**src/rtl/alu_arbiter.sv**
```systemverilog
// Two-requester round-robin front end for a shared, registered ALU.
// One operation is in flight at a time. Divide-by-zero requests
// (op 3 with b == 0) never reach the ALU. They are answered directly
// with an error response and counted in a saturating counter.
module alu_arbiter #(
    parameter int WIDTH = 72,
    parameter int OPW   = 4
) (
    input  logic             clk,
    input  logic             rst_n,
    input  logic [1:0]       req_valid,
    output logic [1:0]       req_ready,
    input  logic [OPW-1:0]   req0_op,
    input  logic [WIDTH-1:0] req0_a,
    input  logic [WIDTH-1:0] req0_b,
    input  logic [OPW-1:0]   req1_op,
    input  logic [WIDTH-1:0] req1_a,
    input  logic [WIDTH-1:0] req1_b,
    output logic [OPW-1:0]   alu_op,
    output logic [WIDTH-1:0] alu_a,
    output logic [WIDTH-1:0] alu_b,
    input  logic [WIDTH-1:0] alu_c,
    output logic             resp_valid,
    input  logic             resp_ready,
    output logic             resp_id,
    output logic [WIDTH-1:0] resp_data,
    output logic             resp_err,
    output logic             busy,
    output logic [7:0]       dz_count
);

    localparam logic [1:0] IDLE = 2'd0;
    localparam logic [1:0] EXEC = 2'd1;
    localparam logic [1:0] CAPT = 2'd2;
    localparam logic [1:0] RESP = 2'd3;

    localparam logic [OPW-1:0] OP_DIV = OPW'(3);

    logic [1:0]       state_reg;
    logic [1:0]       state_next;
    logic             last_grant_reg;
    logic             grant_idx;
    logic             in_idle;
    logic             any_valid;
    logic             accept;
    logic             is_dz;
    logic [OPW-1:0]   sel_op;
    logic [WIDTH-1:0] sel_a;
    logic [WIDTH-1:0] sel_b;

    assign in_idle    = (state_reg == IDLE);
    assign any_valid  = |req_valid;
    assign busy       = ~in_idle;
    assign resp_valid = (state_reg == RESP);

    // Round-robin choice: on a tie the requester not granted last wins.
    always_comb begin
        grant_idx = 1'b0;
        if (req_valid == 2'b11) begin
            grant_idx = ~last_grant_reg;
        end else if (req_valid[1]) begin
            grant_idx = 1'b1;
        end
    end

    // req_ready is one-hot to the winner, only in IDLE and never during reset.
    generate
        for (genvar gi = 0; gi < 2; gi++) begin : g_ready
            assign req_ready[gi] = rst_n & in_idle & any_valid & (grant_idx == 1'(gi));
        end
    endgenerate

    assign accept = |(req_valid & req_ready);

    // Fields of the winning request.
    always_comb begin
        sel_op = req0_op;
        sel_a  = req0_a;
        sel_b  = req0_b;
        if (grant_idx) begin
            sel_op = req1_op;
            sel_a  = req1_a;
            sel_b  = req1_b;
        end
    end

    assign is_dz = (sel_op == OP_DIV) && (sel_b == '0);

    // Next-state logic. A divide-by-zero request skips the ALU and goes to RESP.
    always_comb begin
        state_next = state_reg;
        case (state_reg)
            IDLE: if (accept) state_next = is_dz ? RESP : EXEC;
            EXEC: state_next = CAPT;
            CAPT: state_next = RESP;
            RESP: if (resp_ready) state_next = IDLE;
            default: state_next = IDLE;
        endcase
    end

    // State register and round-robin history. The history changes only on acceptance.
    always_ff @(posedge clk or negedge rst_n) begin
        if (!rst_n) begin
            state_reg      <= IDLE;
            last_grant_reg <= 1'b1;
        end else begin
            state_reg <= state_next;
            if (accept) begin
                last_grant_reg <= grant_idx;
            end
        end
    end

    // ALU operand registers and response payload.
    // ALU operands are left untouched by a divide-by-zero request.
    always_ff @(posedge clk or negedge rst_n) begin
        if (!rst_n) begin
            alu_op    <= '0;
            alu_a     <= '0;
            alu_b     <= '0;
            resp_id   <= 1'b0;
            resp_data <= '0;
            resp_err  <= 1'b0;
        end else begin
            if (accept) begin
                resp_id <= grant_idx;
                if (is_dz) begin
                    resp_data <= '0;
                    resp_err  <= 1'b1;
                end else begin
                    alu_op <= sel_op;
                    alu_a  <= sel_a;
                    alu_b  <= sel_b;
                end
            end
            if (state_reg == CAPT) begin
                resp_data <= alu_c;
                resp_err  <= 1'b0;
            end
        end
    end

    // Saturating count of divide-by-zero requests that were accepted.
    always_ff @(posedge clk or negedge rst_n) begin
        if (!rst_n) begin
            dz_count <= 8'd0;
        end else if (accept && is_dz && (dz_count != 8'hFF)) begin
            dz_count <= dz_count + 8'd1;
        end
    end

endmodule

```
**config.mk**
```make
export PLATFORM = sky130hd
export DESIGN_NAME = alu_arbiter
export DESIGN_NICKNAME = d
export VERILOG_FILES = /design/src/rtl/alu_arbiter.sv
export SDC_FILE = /design/constraint.sdc
export NUM_CORES = 1
export LEC_CHECK = 0
export BUFFER_PORTS_ARGS = -buffer_cell sky130_fd_sc_hd__buf_2
export CAP_MARGIN = 20
export CORE_AREA = 2 2 236 238
export CTS_CLUSTER_SIZE = 30
export DETAILED_ROUTE_END_ITERATION = 7
export DIE_AREA = 0 0 238 240
export SLEW_MARGIN = 5
export SYNTH_ARGS = -nofsm -noshare
export SYNTH_HDL_FRONTEND = slang
export SYNTH_SLANG_ARGS = --single-unit
export TNS_END_PERCENT = 100
```
**constraint.sdc**
```tcl
create_clock -name clk -period 2.67 [get_ports clk]
set_clock_uncertainty 0.15 [all_clocks]
set_input_delay 0.801 -clock clk [delete_from_list [all_inputs] [get_ports clk]]
set_output_delay 0.801 -clock clk [all_outputs]
set_load 0.02 [all_outputs]
```
# Word-level counts from Yosys, hierarchy flattened
# Index checks and enable logic that the tools add are counted.
[totals] ff_bits=233 latch_bits=0 mem_bits_rw=0 rom_bits=0 input_bits=373 out_inout_bits=234 elab_cells=54 memories=0
[classes] add_sub_neg=1 multipliers=0 n_div=0 n_lt_le_gt_ge=0 n_eq_ne=8 shifts=0 n_mux=15 n_bitwise=9 reduce_logical=12
[op_table] op="72-bit two-way mux" n=5
[op_table] op="72-bit zero test" n=1
[op_table] op="8-bit by 1-bit adder with 8-bit output (second input constant)" n=1
[op_table] op="8-bit != test (second input constant)" n=1
[op_table] op="2-bit one-hot mux with 4 select lines" n=1
[op_table] op="2-bit == test (second input constant)" n=3
[op_table] op="2-bit two-way mux" n=3
[op_table] op="2-bit AND reduction" n=3
[op_table] op="1-bit two-way mux" n=5
[op_table] op="1-bit AND" n=4
[op_table] op="4-bit by 2-bit == test with 1-bit output (second input constant)" n=1
[op_table] op="4-bit two-way mux" n=1
[op_table] op="2-bit by 1-bit != test with 1-bit output (second input constant)" n=2
[op_table] op="1-bit NOT" n=4
[op_table] op="2-bit nonzero test" n=2
[op_table] op="2-bit OR reduction" n=2
[op_table] op="1-bit logical AND" n=3
[op_table] op="2-bit AND" n=1
[op_table] op="2-bit by 1-bit == test with 1-bit output (second input constant)" n=1
[op_table] op="2-bit zero test" n=1

# Depth between registers and ports, before layout
# Gate-level depths: netlist of run 1.
[logic_depth] ltp_word=8 ltp_mapped=10

# Worst setup path after synthesis of run 1
# OpenSTA, ideal clock, no wires.
[synth_timing] path_kind="input port to output port" start="in rst_n" end="out req_ready[0]" t_arrival_ps=1962 t_required_ps=1719 path_slack_ps=-243 path_stages=6 path_buffers=3 cell_sequence="nand2_1 -> or2_2 -> clkbuf_1 -> clkbuf_1 -> clkbuf_1 -> nor2_1"
[synth_via] elab_chain_cells=3
[synth_rtl] element="start, declared" line="10" source="input logic rst_n,"
[synth_rtl] element="1-bit AND (3 in series)" line="69" source="assign req_ready[gi] = rst_n & in_idle & any_valid & (grant_idx == 1'(gi));"
[synth_rtl] element="end, declared" line="12" source="output logic [1:0] req_ready,"
# No other way between the ends.

# Final worst setup path of run 1
[layout_timing] start="reg last_grant_reg" end="out req_ready[0]"
[layout_via] elab_chain_cells=4
[layout_rtl] element="start, declared" line="41" source="logic last_grant_reg;"
[layout_rtl] element="start signal, assigned" line="109" source="last_grant_reg <= grant_idx;"
[layout_rtl] element="1-bit NOT" line="60" source="grant_idx = ~last_grant_reg;"
[layout_rtl] element="1-bit two-way mux" line="59" source="if (req_valid == 2'b11) begin"
[layout_rtl] element="1-bit NOT" line="69"
[layout_rtl] element="1-bit AND" line="69"
# No other way between the ends.

==> out/summary.txt, run 1 <==
DIE
--------------------------------------------------------------------------------------------------
Chip Width ..........................................................................  238 microns
# IOs ...............................................................................          607
Starting Density ....................................................................        21.1%
Floorplan Core Area .................................................................  54700 sq um
Area of the die .....................................................................  57100 sq um
Site row count ......................................................................           86
Die outline height ..................................................................  240 microns

STATUS
--------------------------------------------------------------------------------------------------
Run status .......................................................................... finished, violations left
Violations in the final reports ..................................................... setup timing

GLOBAL ROUTE
--------------------------------------------------------------------------------------------------
Total routing resource utilization after global routing .............................        18.6%
Maximum number of pins on one net before global-route repair ........................          137
Number of antenna violations at the first check in global routing ...................            5
First-pass GRT wire length ..........................................................      82.7 mm
Via count of the first global-routing pass ..........................................        14100
Congestion Overflow GR ..............................................................            0

CRITICAL PATH
--------------------------------------------------------------------------------------------------
Buf+Inv Stages, Crit Path ...........................................................            4
Required @ worst endpoint ...........................................................      1720 ps
Cell-by-cell trace of the critical path ............................................. buf_6 -> a21boi_4 -> buf_12 -> buf_12 -> nor2_4 -> buf_6
Cell count of the worst reg-to-reg path .............................................            7
Reg-to-reg slack, setup .............................................................        20 ps
Worst Setup Path Type ...............................................................      reg2out
Dominant delay contributor by cell family on the critical path ......................   flip-flops
Crit-path max cell delay ............................................................       540 ps
Startpoint of the worst-slack reg-to-reg timing path ................................ last_grant_reg
Largest fanout on the critical path .................................................            3
Library cell contributing the largest single delay on the critical path .............      dfstp_2
Arrival time reported for the critical path endpoint ................................      1730 ps
Critical path capture point type .................................................... primary output
CP Launch Type ......................................................................    flip-flop
Reg2Reg Capture Point ...............................................................  dz_count[1]

PLACE
--------------------------------------------------------------------------------------------------
Cell area after placement ...........................................................  16800 sq um
Placed Cells incl. Taps .............................................................         2717
Count of input and output buffers ...................................................          606
Weighted congestion reported at the end of routability-driven placement .............        0.926
Placed wire-length estimate .........................................................      42.2 mm

POWER
--------------------------------------------------------------------------------------------------
Net switching component of the power ................................................      8.10 mW
Part of the power in combinational logic ............................................        47.0%
Total leakage power .................................................................      8.40 nW
Switching part of the total power ...................................................        43.3%
Share of power burned in registers ..................................................        33.2%
Ratio of total power to cell area ................................................... 1030 nW/um^2
Internal cell power .................................................................      10.6 mW
Overall power .......................................................................      18.7 mW
Highest ir drop seen on vdd .........................................................     0.533 mV
Power share of the clock group ......................................................        19.7%

ROUTING
--------------------------------------------------------------------------------------------------
Total number of vias ................................................................        14000
DRT Pass-1 Iters ....................................................................            5
Remaining routing DRC violations ....................................................            0
Mean routed wirelength per cell ..................................................... 20.5 microns
Remaining antenna violation count ...................................................            0
Number of design-rule violations left by the first detailed-router iteration ........          958
Vias per cell .......................................................................         5.01
Wire length reported by the detailed router .........................................      57.1 mm

JOB
--------------------------------------------------------------------------------------------------
Maxcap violations ...................................................................            0

LOGIC SYNTHESIS
--------------------------------------------------------------------------------------------------
Post-synthesis instance total .......................................................         1332
Avg Inst Size Synth .................................................................   8.67 sq um
Warnings from Yosys .................................................................            0
Post-synthesis sequential element count .............................................          233
Synthesized cell area ...............................................................  11500 sq um
Share of the yosys chip area belonging to registers .................................        50.5%
Number of nets in the synthesized netlist ...........................................         1710
Yosys cell types ....................................................................           34

TIMING
--------------------------------------------------------------------------------------------------
Number of endpoints failing setup at the final stage ................................            1
Final hold vios .....................................................................            0
Max frequency .......................................................................    0.374 GHz
Count of pins over their slew limit .................................................            0
Transition at the pin with the smallest max-transition slack ........................       959 ps
Unrepaired setup endpoints after global routing .....................................          yes
Crit path time final ................................................................      2680 ps
Final WS setup ......................................................................     -6.64 ps
Ratio of final minimum period to clock period .......................................         100%
Relative slew margins ...............................................................        36.1%

CLOCK TREE
--------------------------------------------------------------------------------------------------
Clock latency of the later-clocked register in the worst-skew pair ..................       550 ps
Number of clock sinks seen by CTS ...................................................          233
Deepest clock path buffer count .....................................................            3
H-tree depth ........................................................................            1
Clock transition time at the flip-flop clock pins of the worst setup and hold paths .        50 ps
Clock buffers created by TritonCTS ..................................................           28
CTS root buffer .....................................................................    clkbuf_16
CTS tree ............................................................................        built

FINISH
--------------------------------------------------------------------------------------------------
Core utilization of the finished layout .............................................        33.2%
Final layout net count ..............................................................         2439
Synthesis-to-finish area growth .....................................................        56.9%
Share of post-route cells with drive strength above 1 ...............................        43.6%
Final standard cell count with taps included and fillers excluded ...................         2787
Layout fillers ......................................................................         5786
Design Area, Final ..................................................................  18100 sq um
Multi-input gate area in the final layout ...........................................   5390 sq um
Top flop regs ....................................................................... alu_a: 72 flops, alu_b: 72 flops, resp_data: 72 flops
Area occupied by registers ..........................................................   5830 sq um

MIN PATH
--------------------------------------------------------------------------------------------------
Type of the most critical hold path .................................................     in2async

per-layer routing:
metal	part of all wire, %	track usage (%)	routed length, microns
met5	0	0	0
met4	4.7	9.85	2660
met3	7.7	3.93	4370
met2	48	31.5	27700
met1	39	22.2	22400
cells in the mapped netlist (all sizes together):
| library cell | n | share of area [%] |
|---|---|---|
| a21bo | 1 | 0.087 |
| a21boi | 1 | 0.098 |
| a21o | 2 | 0.13 |
| a21oi | 150 | 6.5 |
| a22oi | 1 | 0.065 |
| a41oi | 148 | 11 |
| and3 | 1 | 0.054 |
| buf | 25 | 0.98 |
| clkbuf | 107 | 3.5 |
| dfrtp | 232 | 50 |
| dfstp | 1 | 0.23 |
| ha | 5 | 0.54 |
| inv | 3 | 0.098 |
| mux2 | 4 | 0.39 |
| nand2 | 376 | 12 |
| nand2b | 1 | 0.054 |
| nand3 | 2 | 0.087 |
| nand4 | 21 | 1.1 |
| nor2 | 9 | 0.29 |
| nor2b | 1 | 0.054 |
| nor3 | 5 | 0.22 |
| nor4 | 70 | 4.1 |
| nor4b | 8 | 0.61 |
| o21ai | 148 | 6.4 |
| o21ba | 1 | 0.087 |
| o21bai | 1 | 0.065 |
| o22a | 1 | 0.076 |
| or2 | 1 | 0.054 |
| or4 | 2 | 0.13 |
| xor2 | 4 | 0.30 |
kinds of logic after synthesis:
logic type / share of synthesized area (%)
xor gates and xnor gates: 0.303
buffers and inverters: 4.55
muxes: 0.390
and+or+nand+nor: 19.0
adders and majority gates: 0.542
DFF: 50.5
AOI/OAI and AO/OA: 24.7
area by class of cell:
cell class                      instances  share of cell area, %
Clock buffer                           45                   4.78
Inverter                                3                 0.0621
Tap cell                              704                   4.86
Antenna cell                            5                 0.0690
Multi-Input combinational cell        964                   29.7
Timing Repair Buffer                  831                   28.2
Sequential cell                       233                   32.2
Clock inverter                          2                 0.0552
power by group through the flow:
| stage | registers (mW) | logic [mW] | clock network (mW) |
|---|---|---|---|
| after floorplan | 8.12 | 2.93 | 0 |
| after global placement | 6.16 | 8.45 | 0 |
| after detailed placement | 6.19 | 8.63 | 0 |
| after CTS | 6.19 | 8.76 | 3.81 |
| after global routing | 6.38 | 9.55 | 3.95 |
| final | 6.21 | 8.79 | 3.69 |
what timing repair did:
item / CTS / global route
buffers inserted: 10 / 6
gates resized for setup: 29 / 25
hold buffers: 0 / 0
setup endpoints to repair: 72 / 159
cloned: 1 / 3
pin swaps: 3 / 7
cell usage in the layout, fill, tap and decap left out, drive strengths merged, types with 2 or more instances in the layout:
master and count:
a21o 2, a21oi 150, a41oi 148, buf 828
clkbuf 48, clkinv 2, dfrtp 232, diode 5
ha 5, inv 3, mux2 4, nand2 376
nand3 2, nand4 21, nor2 9, nor3 5
nor4 70, nor4b 8, o21ai 148, or4 2
xor2 4
worst max-delay path by stage:
stage / startpoint / endpoint / slack, ps / cells after the start
floorplan: req0_b[26] / dz_count[1] / 1 / 6
global placement: req1_b[59] / dz_count[1] / -940 / 8
detailed placement: req1_b[59] / dz_count[1] / -910 / 8
CTS: state_reg[1] / req_ready[0] / -50 / 6
global route: last_grant_reg / req_ready[0] / -80 / 6
finish: last_grant_reg / req_ready[0] / -7 / 6
per-stage QoR:
| step | TNS [ps] | hold WS [ps] | worst slack, ps |
|---|---|---|---|
| detailed placement | -130020 | 318 | -909 |
| global route | -125 | 132 | -83.8 |
| floorplan | 0 | 355 | 1.24 |
| finish | -6.64 | 95.4 | -6.64 |
| global placement | -119000 | 316 | -936 |
| CTS | -51.1 | 142 | -51.1 |
(Power assumes the default switching activity.)
==> inputs of run 2 (changes only) <==
--- a/config.mk
+++ b/config.mk
@@ -11,6 +11,7 @@
 export CTS_CLUSTER_SIZE = 30
 export DETAILED_ROUTE_END_ITERATION = 7
 export DIE_AREA = 0 0 238 240
+export MAX_ROUTING_LAYER = met4
 export SLEW_MARGIN = 5
 export SYNTH_ARGS = -nofsm -noshare
 export SYNTH_HDL_FRONTEND = slang
==> out/summary.txt, run 2 (synthesis gave the netlist of run 1 again) <==
PLACE
--------------------------------------------------------------------------------------------------
Placed wire-length estimate .........................................................      42.2 mm
Weighted congestion reported at the end of routability-driven placement .............        0.963
Cell area after placement ...........................................................  16800 sq um
Count of input and output buffers ...................................................          606

TIMING
--------------------------------------------------------------------------------------------------
Count of pins over their slew limit .................................................            0
Final hold vios .....................................................................            0
Ratio of final minimum period to clock period .......................................         102%
Number of endpoints failing setup at the final stage ................................            1
Max frequency .......................................................................    0.368 GHz
Setup TNS ...........................................................................     -45.8 ps
Transition at the pin with the smallest max-transition slack ........................       881 ps
Crit path time final ................................................................      2720 ps
Relative slew margins ...............................................................        41.3%
Unrepaired setup endpoints after global routing .....................................          yes
Final WS setup ......................................................................     -45.8 ps

CRITICAL PATH
--------------------------------------------------------------------------------------------------
Startpoint of the worst-slack reg-to-reg timing path ................................ last_grant_reg
Largest fanout on the critical path .................................................            3
Critical path capture point type .................................................... primary output
Worst Setup Path Type ...............................................................      reg2out
Cell count of the worst reg-to-reg path .............................................            8
Reg-to-reg slack, setup .............................................................        80 ps
Reg2Reg Capture Point ...............................................................  dz_count[1]
Arrival time reported for the critical path endpoint ................................      1760 ps
CP Launch Type ......................................................................    flip-flop
Required @ worst endpoint ...........................................................      1720 ps

POWER
--------------------------------------------------------------------------------------------------
Highest ir drop seen on vdd .........................................................     0.648 mV
Power share of the clock group ......................................................        22.3%
Internal cell power .................................................................      11.1 mW
Part of the power in combinational logic ............................................        45.6%
Total leakage power .................................................................      8.40 nW
Switching part of the total power ...................................................        42.7%
Ratio of total power to cell area ................................................... 1060 nW/um^2
Share of power burned in registers ..................................................        32.2%
Net switching component of the power ................................................      8.25 mW

ROUTING
--------------------------------------------------------------------------------------------------
Remaining routing DRC violations ....................................................            0
Remaining antenna violation count ...................................................            0
Total number of vias ................................................................        14000
DRT Pass-1 Iters ....................................................................            6
Vias per cell .......................................................................         5.02
Number of design-rule violations left by the first detailed-router iteration ........         1061
Mean routed wirelength per cell ..................................................... 20.2 microns
Wire length reported by the detailed router .........................................      56.3 mm

FINISH
--------------------------------------------------------------------------------------------------
Commonest cells after routing, fill and taps aside .................................. buf_2 (603), nand2_1 (375), dfrtp_1 (232)
Most common cell after layout, fill and taps aside ..................................        buf_2
Layout fillers ......................................................................         5766
Top flop regs ....................................................................... alu_a: 72 flops, alu_b: 72 flops, resp_data: 72 flops
Synthesis-to-finish area growth .....................................................        57.3%
Share of post-route cells with drive strength above 1 ...............................        44.0%
Design Area, Final ..................................................................  18200 sq um
Final layout net count ..............................................................         2435

CLOCK TREE
--------------------------------------------------------------------------------------------------
Deepest clock path buffer count .....................................................            3
CTS tree ............................................................................        built
Clock buffers created by TritonCTS ..................................................           28
Number of clock sinks seen by CTS ...................................................          233
H-tree depth ........................................................................            1
CTS root buffer .....................................................................    clkbuf_16
Clock transition time at the flip-flop clock pins of the worst setup and hold paths .        60 ps
Cts hold-fix bufs ...................................................................            0
Clock latency of the later-clocked register in the worst-skew pair ..................       590 ps

DIE
--------------------------------------------------------------------------------------------------
Area of the die .....................................................................  57100 sq um
# IOs ...............................................................................          607
Die outline height ..................................................................  240 microns
Site row count ......................................................................           86
Chip Width ..........................................................................  238 microns
Floorplan Core Area .................................................................  54700 sq um
Starting Density ....................................................................        21.1%

MIN PATH
--------------------------------------------------------------------------------------------------
Type of the most critical hold path .................................................     in2async

GLOBAL ROUTE
--------------------------------------------------------------------------------------------------
First-pass GRT wire length ..........................................................      82.4 mm
Via count of the first global-routing pass ..........................................        13700
Total routing resource utilization after global routing .............................        19.1%
Congestion Overflow GR ..............................................................            0
Number of antenna violations at the first check in global routing ...................            5
Maximum number of pins on one net before global-route repair ........................          137

JOB
--------------------------------------------------------------------------------------------------
Maxcap violations ...................................................................            0

STATUS
--------------------------------------------------------------------------------------------------
Run status .......................................................................... finished, violations left
Violations in the final reports ..................................................... setup timing

## run 2: changes by cell type in the layout (fill, tap and decap cells not counted), sizes merged
| cell | change |
|---|---|
| diode | +2 |
| bufinv | +5 |
| buf | -1 |
| clkbuf | -6 |
| clkinv | +3 |
## run 2: worst max-delay path, stage by stage (launching register included)
cell and delay (ps):
dfrtp_1 400, inv_2 100, ha_4 170, nand2_4 70, or2_4 270, nor2_4 80
buf_6 120
## run 2: metrics by stage
stage | power (mW) | worst slack [ps] | std cells | hold slack [ps] | utilization (%)
2_1_floorplan | 11.0 | 1.24 | 1332 | 355 | -
3_3_place_gp | 14.6 | -974 | 2716 | 316 | 30.7
3_5_place_dp | 14.9 | -1020 | 2716 | 315 | 30.7
4_1_cts | 19.3 | -115 | 2777 | 135 | 33.0
5_1_grt | 20.4 | -112 | 2788 | 149 | 33.2
6_report | 19.3 | -45.8 | 2790 | 94.0 | 33.2
## run 2: layout make-up
class	instances	area [sq um]	area share [%]
clock inverters	10	190	1.05
clock buffers	42	843	4.64
multi-input cells	964	5400	29.7
repair buffers	827	5000	27.5
inverters	3	11.3	0.0620
flip-flops and latches	233	5830	32.1
diodes	7	17.5	0.0964
well taps	704	881	4.85
## run 2: power by group through the flow
stage | Clock [mW] | Combinational (mW) | Sequential (mW)
floorplan | 0 | 2.93 | 8.12
global placement | 0 | 8.47 | 6.15
detailed placement | 0 | 8.67 | 6.19
CTS | 4.39 | 8.76 | 6.19
global route | 4.50 | 9.52 | 6.37
finish | 4.30 | 8.80 | 6.21
## run 2: worst max-delay path by stage
stage | from | to | slack [ps] | cells past startpoint
3_3_place_gp | req1_b[59] | dz_count[1] | -970 | 8
2_1_floorplan | req0_b[26] | dz_count[1] | 1 | 6
4_1_cts | last_grant_reg | req_ready[0] | -120 | 6
3_5_place_dp | req1_b[59] | dz_count[1] | -1020 | 8
6_report | state_reg[1] | req_ready[0] | -50 | 6
5_1_grt | state_reg[1] | req_ready[0] | -110 | 6
## run 2: repair_timing
action                                  CTS  global route
resized for setup                        30            30
pin swaps                                 4             6
endpoints found under the setup margin  105           209
gates cloned                              1             0
hold endpoints to repair                  0             0
setup buffers                             9             8
## run 2: layer usage
layer  GRT usage (%)  part of all wire, %
met4            8.84                  5.0
met5               -                    0
met2            31.6                   48
met3            3.24                  8.1
met1            22.9                   39
==> inputs of run 3 (changes only) <==
--- a/config.mk
+++ b/config.mk
@@ -5,6 +5,7 @@
 export SDC_FILE = /design/constraint.sdc
 export NUM_CORES = 1
 export LEC_CHECK = 0
+export ABC_AREA = 1
 export BUFFER_PORTS_ARGS = -buffer_cell sky130_fd_sc_hd__buf_2
 export CAP_MARGIN = 20
 export CORE_AREA = 2 2 236 238
==> out/summary.txt, run 3 <==
GLOBAL ROUTE
--------------------------------------------------------------------------------------
First-pass GRT wire length ..............................................      77.0 mm
Maximum number of pins on one net before global-route repair ............          131
Congestion Overflow GR ..................................................            0
Total routing resource utilization after global routing .................        18.0%
Number of antenna violations at the first check in global routing .......           10
Via count of the first global-routing pass ..............................        13000

LOGIC SYNTHESIS
--------------------------------------------------------------------------------------
Number of nets in the synthesized netlist ...............................         2161
Synthesized-area fraction occupied by xor and xnor cells ................       0.420%
Post-synth ARST share ...................................................         100%
Largest area contributor in the synthesized netlist .....................      dfrtp_1
Synthesized-area fraction occupied by ao, oa, aoi and oai cells .........       0.999%
Synthesized-area fraction occupied by adder cells .......................       0.500%
Warnings from Yosys .....................................................            0
Most used flip-flop cell after synthesis ................................      dfrtp_1
Post-synthesis sequential element count .................................          233
Yosys cell types ........................................................           25
Share of the yosys chip area belonging to registers .....................        46.6%
Most area-consuming cells after synthesis ............................... dfrtp_1 (46%), nand2_1 (28%), nand3_1 (8.9%)
Largest family of logic cells by synthesized area ....................... simple AND/OR/NAND/NOR gates
Simple-gate share of the synthesized area ...............................        44.0%
EDFF count, synth .......................................................            0
Avg Inst Size Synth .....................................................   7.02 sq um
Count leader, synth .....................................................      nand2_1
Post-synthesis instance total ...........................................         1783
Share of the synthesized area in the top cell type ......................        46.4%
Synthesized cell area ...................................................  12500 sq um
Most frequent cells after synthesis ..................................... nand2_1 (926), dfrtp_1 (232), nand3_1 (222)
Portion of netlist area occupied by mux cells ...........................           0%

DIE
--------------------------------------------------------------------------------------
Site row count ..........................................................           86
Die outline height ......................................................  240 microns
Chip Width ..............................................................  238 microns
# IOs ...................................................................          607
Starting Density ........................................................        22.9%

PLACE
--------------------------------------------------------------------------------------
Count of input and output buffers .......................................          606
Weighted congestion reported at the end of routability-driven placement .        0.923
Placed wire-length estimate .............................................      40.5 mm
Cell area after placement ...............................................  17300 sq um

TIMING
--------------------------------------------------------------------------------------
Worst EP kind ........................................................... primary output
Worst_ep grt ............................................................ req_ready[1]

CLOCK TREE
--------------------------------------------------------------------------------------
Deepest clock path buffer count .........................................            3
H-tree depth ............................................................            1
CTS root buffer .........................................................    clkbuf_16
Clock buffers created by TritonCTS ......................................           27
Number of clock sinks seen by CTS .......................................          233

STATUS
--------------------------------------------------------------------------------------
Halt point of the flow ..................................................    5_2_route
Error Message ........................................................... [ERROR DRT-0255] Maze Route cannot find path of net clk in worker of routeBox ( 193200 0 ) ( 238000 48300 ).
Run status .............................................................. stopped before the end

-- run 3: cell types whose count changed after synthesis, moves of 85 or more --
cell	delta
nand3_1	+220
a21oi_1	-148
inv_1	+85
a41oi_1	-148
o21ai_0	-128
nand2_1	+550
-- run 3: routing by layer --
metal,global-route usage [%]
met1,22.0
met2,29.3
met3,4.89
met4,4.53
met5,-
-- run 3: kinds of logic after synthesis --
| kind of cell | count (synthesis) |
|---|---|
| XOR/XNOR | 6 |
| buffers and inverters | 203 |
| AO/OA/AOI/OAI | 24 |
| flip-flops | 233 |
| AND/OR/NAND/NOR | 1312 |
| adder cells (fa/ha/maj) | 5 |
-- run 3: per-stage QoR --
stage / setup WS, ps / hold slack [ps] / instances / setup TNS, ps
floorplan: -58.8 / 312 / 1783 / -61.7
global placement: -894 / 299 / 3133 / -189890
detailed placement: -852 / 303 / 3133 / -177630
CTS: -269 / 156 / 3190 / -52890
global route: -439 / 168 / 3265 / -83610
-- run 3: what timing repair did --
item | in CTS | in global routing
hold buffers | 0 | 0
setup buffers | 8 | 29
setup endpoints to repair | 232 | 232
resized for setup | 36 | 172
cloned | 2 | 39
pin swaps | 6 | 54
hold endpoints to repair | 0 | 0
==> inputs of run 4 (changes only) <==
--- a/config.mk
+++ b/config.mk
@@ -8,11 +8,10 @@
 export ABC_AREA = 1
 export BUFFER_PORTS_ARGS = -buffer_cell sky130_fd_sc_hd__buf_2
 export CAP_MARGIN = 20
-export CORE_AREA = 2 2 236 238
-export CTS_CLUSTER_SIZE = 30
+export CORE_AREA = 2 2 234 236
 export DETAILED_ROUTE_END_ITERATION = 7
-export DIE_AREA = 0 0 238 240
-export MAX_ROUTING_LAYER = met4
+export DIE_AREA = 0 0 236 238
+export PLACE_DENSITY_LB_ADDON = 0.15
 export SLEW_MARGIN = 5
 export SYNTH_ARGS = -nofsm -noshare
 export SYNTH_HDL_FRONTEND = slang
==> out/summary.txt, run 4 <==
STATUS
--------------------------------------------------------------------------------------------------
Run status .......................................................................... finished, violations left
Violations in the final reports ..................................................... setup timing

CRITICAL PATH
--------------------------------------------------------------------------------------------------
Cell count of the worst reg-to-reg path .............................................           21
Critical Path Most Common Cell ......................................................       buf_12
Depth of the critical timing path with buffers and inverters included ...............            7
Cell-by-cell trace of the critical path ............................................. nand2_4 -> nand2_8 -> buf_4 -> buf_12 -> buf_12 -> nor2_4 -> buf_6
Critical path capture point type .................................................... primary output
Dominant delay contributor by cell family on the critical path ......................   flip-flops
Largest fanout on the critical path .................................................           19
Crit-path max cell delay ............................................................       560 ps
Worst Setup Path Type ...............................................................      reg2out
Buf+Inv Stages, Crit Path ...........................................................            4
Required @ worst endpoint ...........................................................      1720 ps
Library cell contributing the largest single delay on the critical path .............      dfstp_2
Arrival time reported for the critical path endpoint ................................      1960 ps
CP Launch Type ......................................................................    flip-flop

FINISH
--------------------------------------------------------------------------------------------------
Top flop regs ....................................................................... alu_a: 72 flops, alu_b: 72 flops, resp_data: 72 flops
Share of post-route cells with drive strength above 1 ...............................        40.1%
Synthesis-to-finish area growth .....................................................        59.6%
Most common cell after layout, fill and taps aside ..................................      nand2_1
Commonest cells after routing, fill and taps aside .................................. nand2_1 (815), buf_2 (603), dfrtp_1 (232)
Final layout net count ..............................................................         2887

CLOCK TREE
--------------------------------------------------------------------------------------------------
Deepest clock path buffer count .....................................................            3
Clock buffers created by TritonCTS ..................................................           29
Clock transition time at the flip-flop clock pins of the worst setup and hold paths .        60 ps
Clock latency of the later-clocked register in the worst-skew pair ..................       570 ps
CTS tree ............................................................................        built
CTS root buffer .....................................................................    clkbuf_16
H-tree depth ........................................................................            1
Number of clock sinks seen by CTS ...................................................          233

DIE
--------------------------------------------------------------------------------------------------
# IOs ...............................................................................          607
Floorplan Core Area .................................................................  53500 sq um
Area of the die .....................................................................  56200 sq um
Starting Density ....................................................................        23.4%
Site row count ......................................................................           85
Die outline height ..................................................................  238 microns
Chip Width ..........................................................................  236 microns

POWER
--------------------------------------------------------------------------------------------------
Total leakage power .................................................................      11.4 nW
Ratio of total power to cell area ................................................... 1030 nW/um^2
Highest ir drop seen on vdd .........................................................     0.427 mV

PLACE
--------------------------------------------------------------------------------------------------
Weighted congestion reported at the end of routability-driven placement .............        0.864
Placed wire-length estimate .........................................................      42.0 mm
Count of input and output buffers ...................................................          606
Worst setup slack after placement ...................................................      -695 ps

ROUTING
--------------------------------------------------------------------------------------------------
Vias per cell .......................................................................         4.46
Wire length reported by the detailed router .........................................      59.2 mm
Remaining antenna violation count ...................................................            0
Number of design-rule violations left by the first detailed-router iteration ........          842
DRT Pass-1 Iters ....................................................................            7
Total number of vias ................................................................        14400
Remaining routing DRC violations ....................................................            0
Mean routed wirelength per cell ..................................................... 18.3 microns

TIMING
--------------------------------------------------------------------------------------------------
Relative slew margins ...............................................................        43.7%
Max frequency .......................................................................    0.343 GHz
Crit path time final ................................................................      2910 ps
Count of pins over their slew limit .................................................            0
Transition at the pin with the smallest max-transition slack ........................       844 ps
Final WS setup ......................................................................      -244 ps
Final hold vios .....................................................................            0
Number of endpoints failing setup at the final stage ................................          231
Unrepaired setup endpoints after global routing .....................................          yes
Ratio of final minimum period to clock period .......................................         109%
Setup TNS ...........................................................................    -28240 ps

LOGIC SYNTHESIS
--------------------------------------------------------------------------------------------------
Count leader, synth .................................................................      nand2_1
Number of nets in the synthesized netlist ...........................................         2161
Most used flip-flop cell after synthesis ............................................      dfrtp_1
Simple-gate share of the synthesized area ...........................................        44.0%
Post-synth ARST share ...............................................................         100%
Largest area contributor in the synthesized netlist .................................      dfrtp_1
Synthesized-area fraction occupied by adder cells ...................................       0.500%
Largest family of logic cells by synthesized area ................................... simple AND/OR/NAND/NOR gates
Avg Inst Size Synth .................................................................   7.02 sq um
Portion of netlist area occupied by mux cells .......................................           0%
Synthesized-area fraction occupied by xor and xnor cells ............................       0.420%
Most frequent cells after synthesis ................................................. nand2_1 (926), dfrtp_1 (232), nand3_1 (222)
Share of the synthesized area in the top cell type ..................................        46.4%
Yosys cell types ....................................................................           25
Post-synthesis sequential element count .............................................          233
Synthesized-area fraction occupied by ao, oa, aoi and oai cells .....................       0.999%
EDFF count, synth ...................................................................            0
Post-synthesis instance total .......................................................         1783
Synthesized cell area ...............................................................  12500 sq um
Warnings from Yosys .................................................................            0
Share of the yosys chip area belonging to registers .................................        46.6%
Most area-consuming cells after synthesis ........................................... dfrtp_1 (46%), nand2_1 (28%), nand3_1 (8.9%)

GLOBAL ROUTE
--------------------------------------------------------------------------------------------------
Congestion Overflow GR ..............................................................            0
Total routing resource utilization after global routing .............................        19.2%
First-pass GRT wire length ..........................................................      83.7 mm
Via count of the first global-routing pass ..........................................        13900
Maximum number of pins on one net before global-route repair ........................          137
Number of antenna violations at the first check in global routing ...................            9

MIN PATH
--------------------------------------------------------------------------------------------------
Type of the most critical hold path .................................................     in2async

JOB
--------------------------------------------------------------------------------------------------
Maxcap violations ...................................................................            0

==> run 4: cell counts after synthesis <==
No cell type changed its count.
==> run 4: logic make-up (layout without fill, tap and decap cells) <==
family / after synthesis / in the layout
simple gates: 1312 / 1312
flops: 233 / 233
buf+inv: 203 / 950
compound gates: 24 / 24
xor+xnor: 6 / 6
fa+ha+maj: 5 / 5
other cells: 0 / 8
==> run 4: metrics by stage <==
stage | cells | power (mW) | util, % | area, sq um | hold slack, ps
global route | 3234 | 21.9 | 37.4 | 20000 | 265
finish | 3234 | 20.5 | 37.4 | 20000 | 204
detailed placement | 3115 | 15.0 | 32.2 | 17200 | 303
global placement | 3115 | 14.9 | 32.2 | 17200 | 301
floorplan | 1783 | 11.1 | - | 12600 | 312
CTS | 3196 | 20.1 | 35.5 | 19000 | 253
==> run 4: worst paths after layout <==
kind,startpoint,endpoint,slack [ps]
setup / recovery,last_grant_reg,req_ready[1],-240
setup reg to reg,last_grant_reg,alu_a[17],-180
hold reg to reg,alu_a[4],alu_a[4],310
hold / removal,rst_n,alu_a[24],200
min in group clk,alu_c[66],resp_data[66],290
max in group asynchronous,rst_n,alu_a[50],1110
==> run 4: area by class of cell <==
cell class,count,area (sq um)
Fill cell,5690,33500
Clock buffer,39,823
Tap cell,696,871
Inverter,90,345
Antenna cell,8,20.0
Sequential cell,233,5830
Multi-Input combinational cell,1347,6380
Clock inverter,13,273
Timing Repair Buffer,808,5430
==> run 4: timing repair <==
item / 4_1_cts / 5_1_grt
endpoints found under the setup margin: 232 / 232
cloned: 6 / 23
hold buffers: 0 / 0
setup buffers: 23 / 10
resized for setup: 66 / 156
pin swaps: 6 / 31
==> run 4: layer usage <==
| layer | track usage [%] | vias up | share of wire, % |
|---|---|---|---|
| met5 | 0 | - | 0.022 |
| met4 | 5.52 | 2 | 2.0 |
| met3 | 4.29 | 73 | 7.0 |
| met2 | 32.8 | 514 | 49 |
| met1 | 24.3 | 6795 | 42 |
| li1 | - | 7052 | - |
==> run 4: report_power, final <==
group | internal (mW) | switching (mW)
logic | 3.63 | 6.24
clock network | 2.92 | 1.63
registers | 5.13 | 0.984
total | 11.7 | 8.85
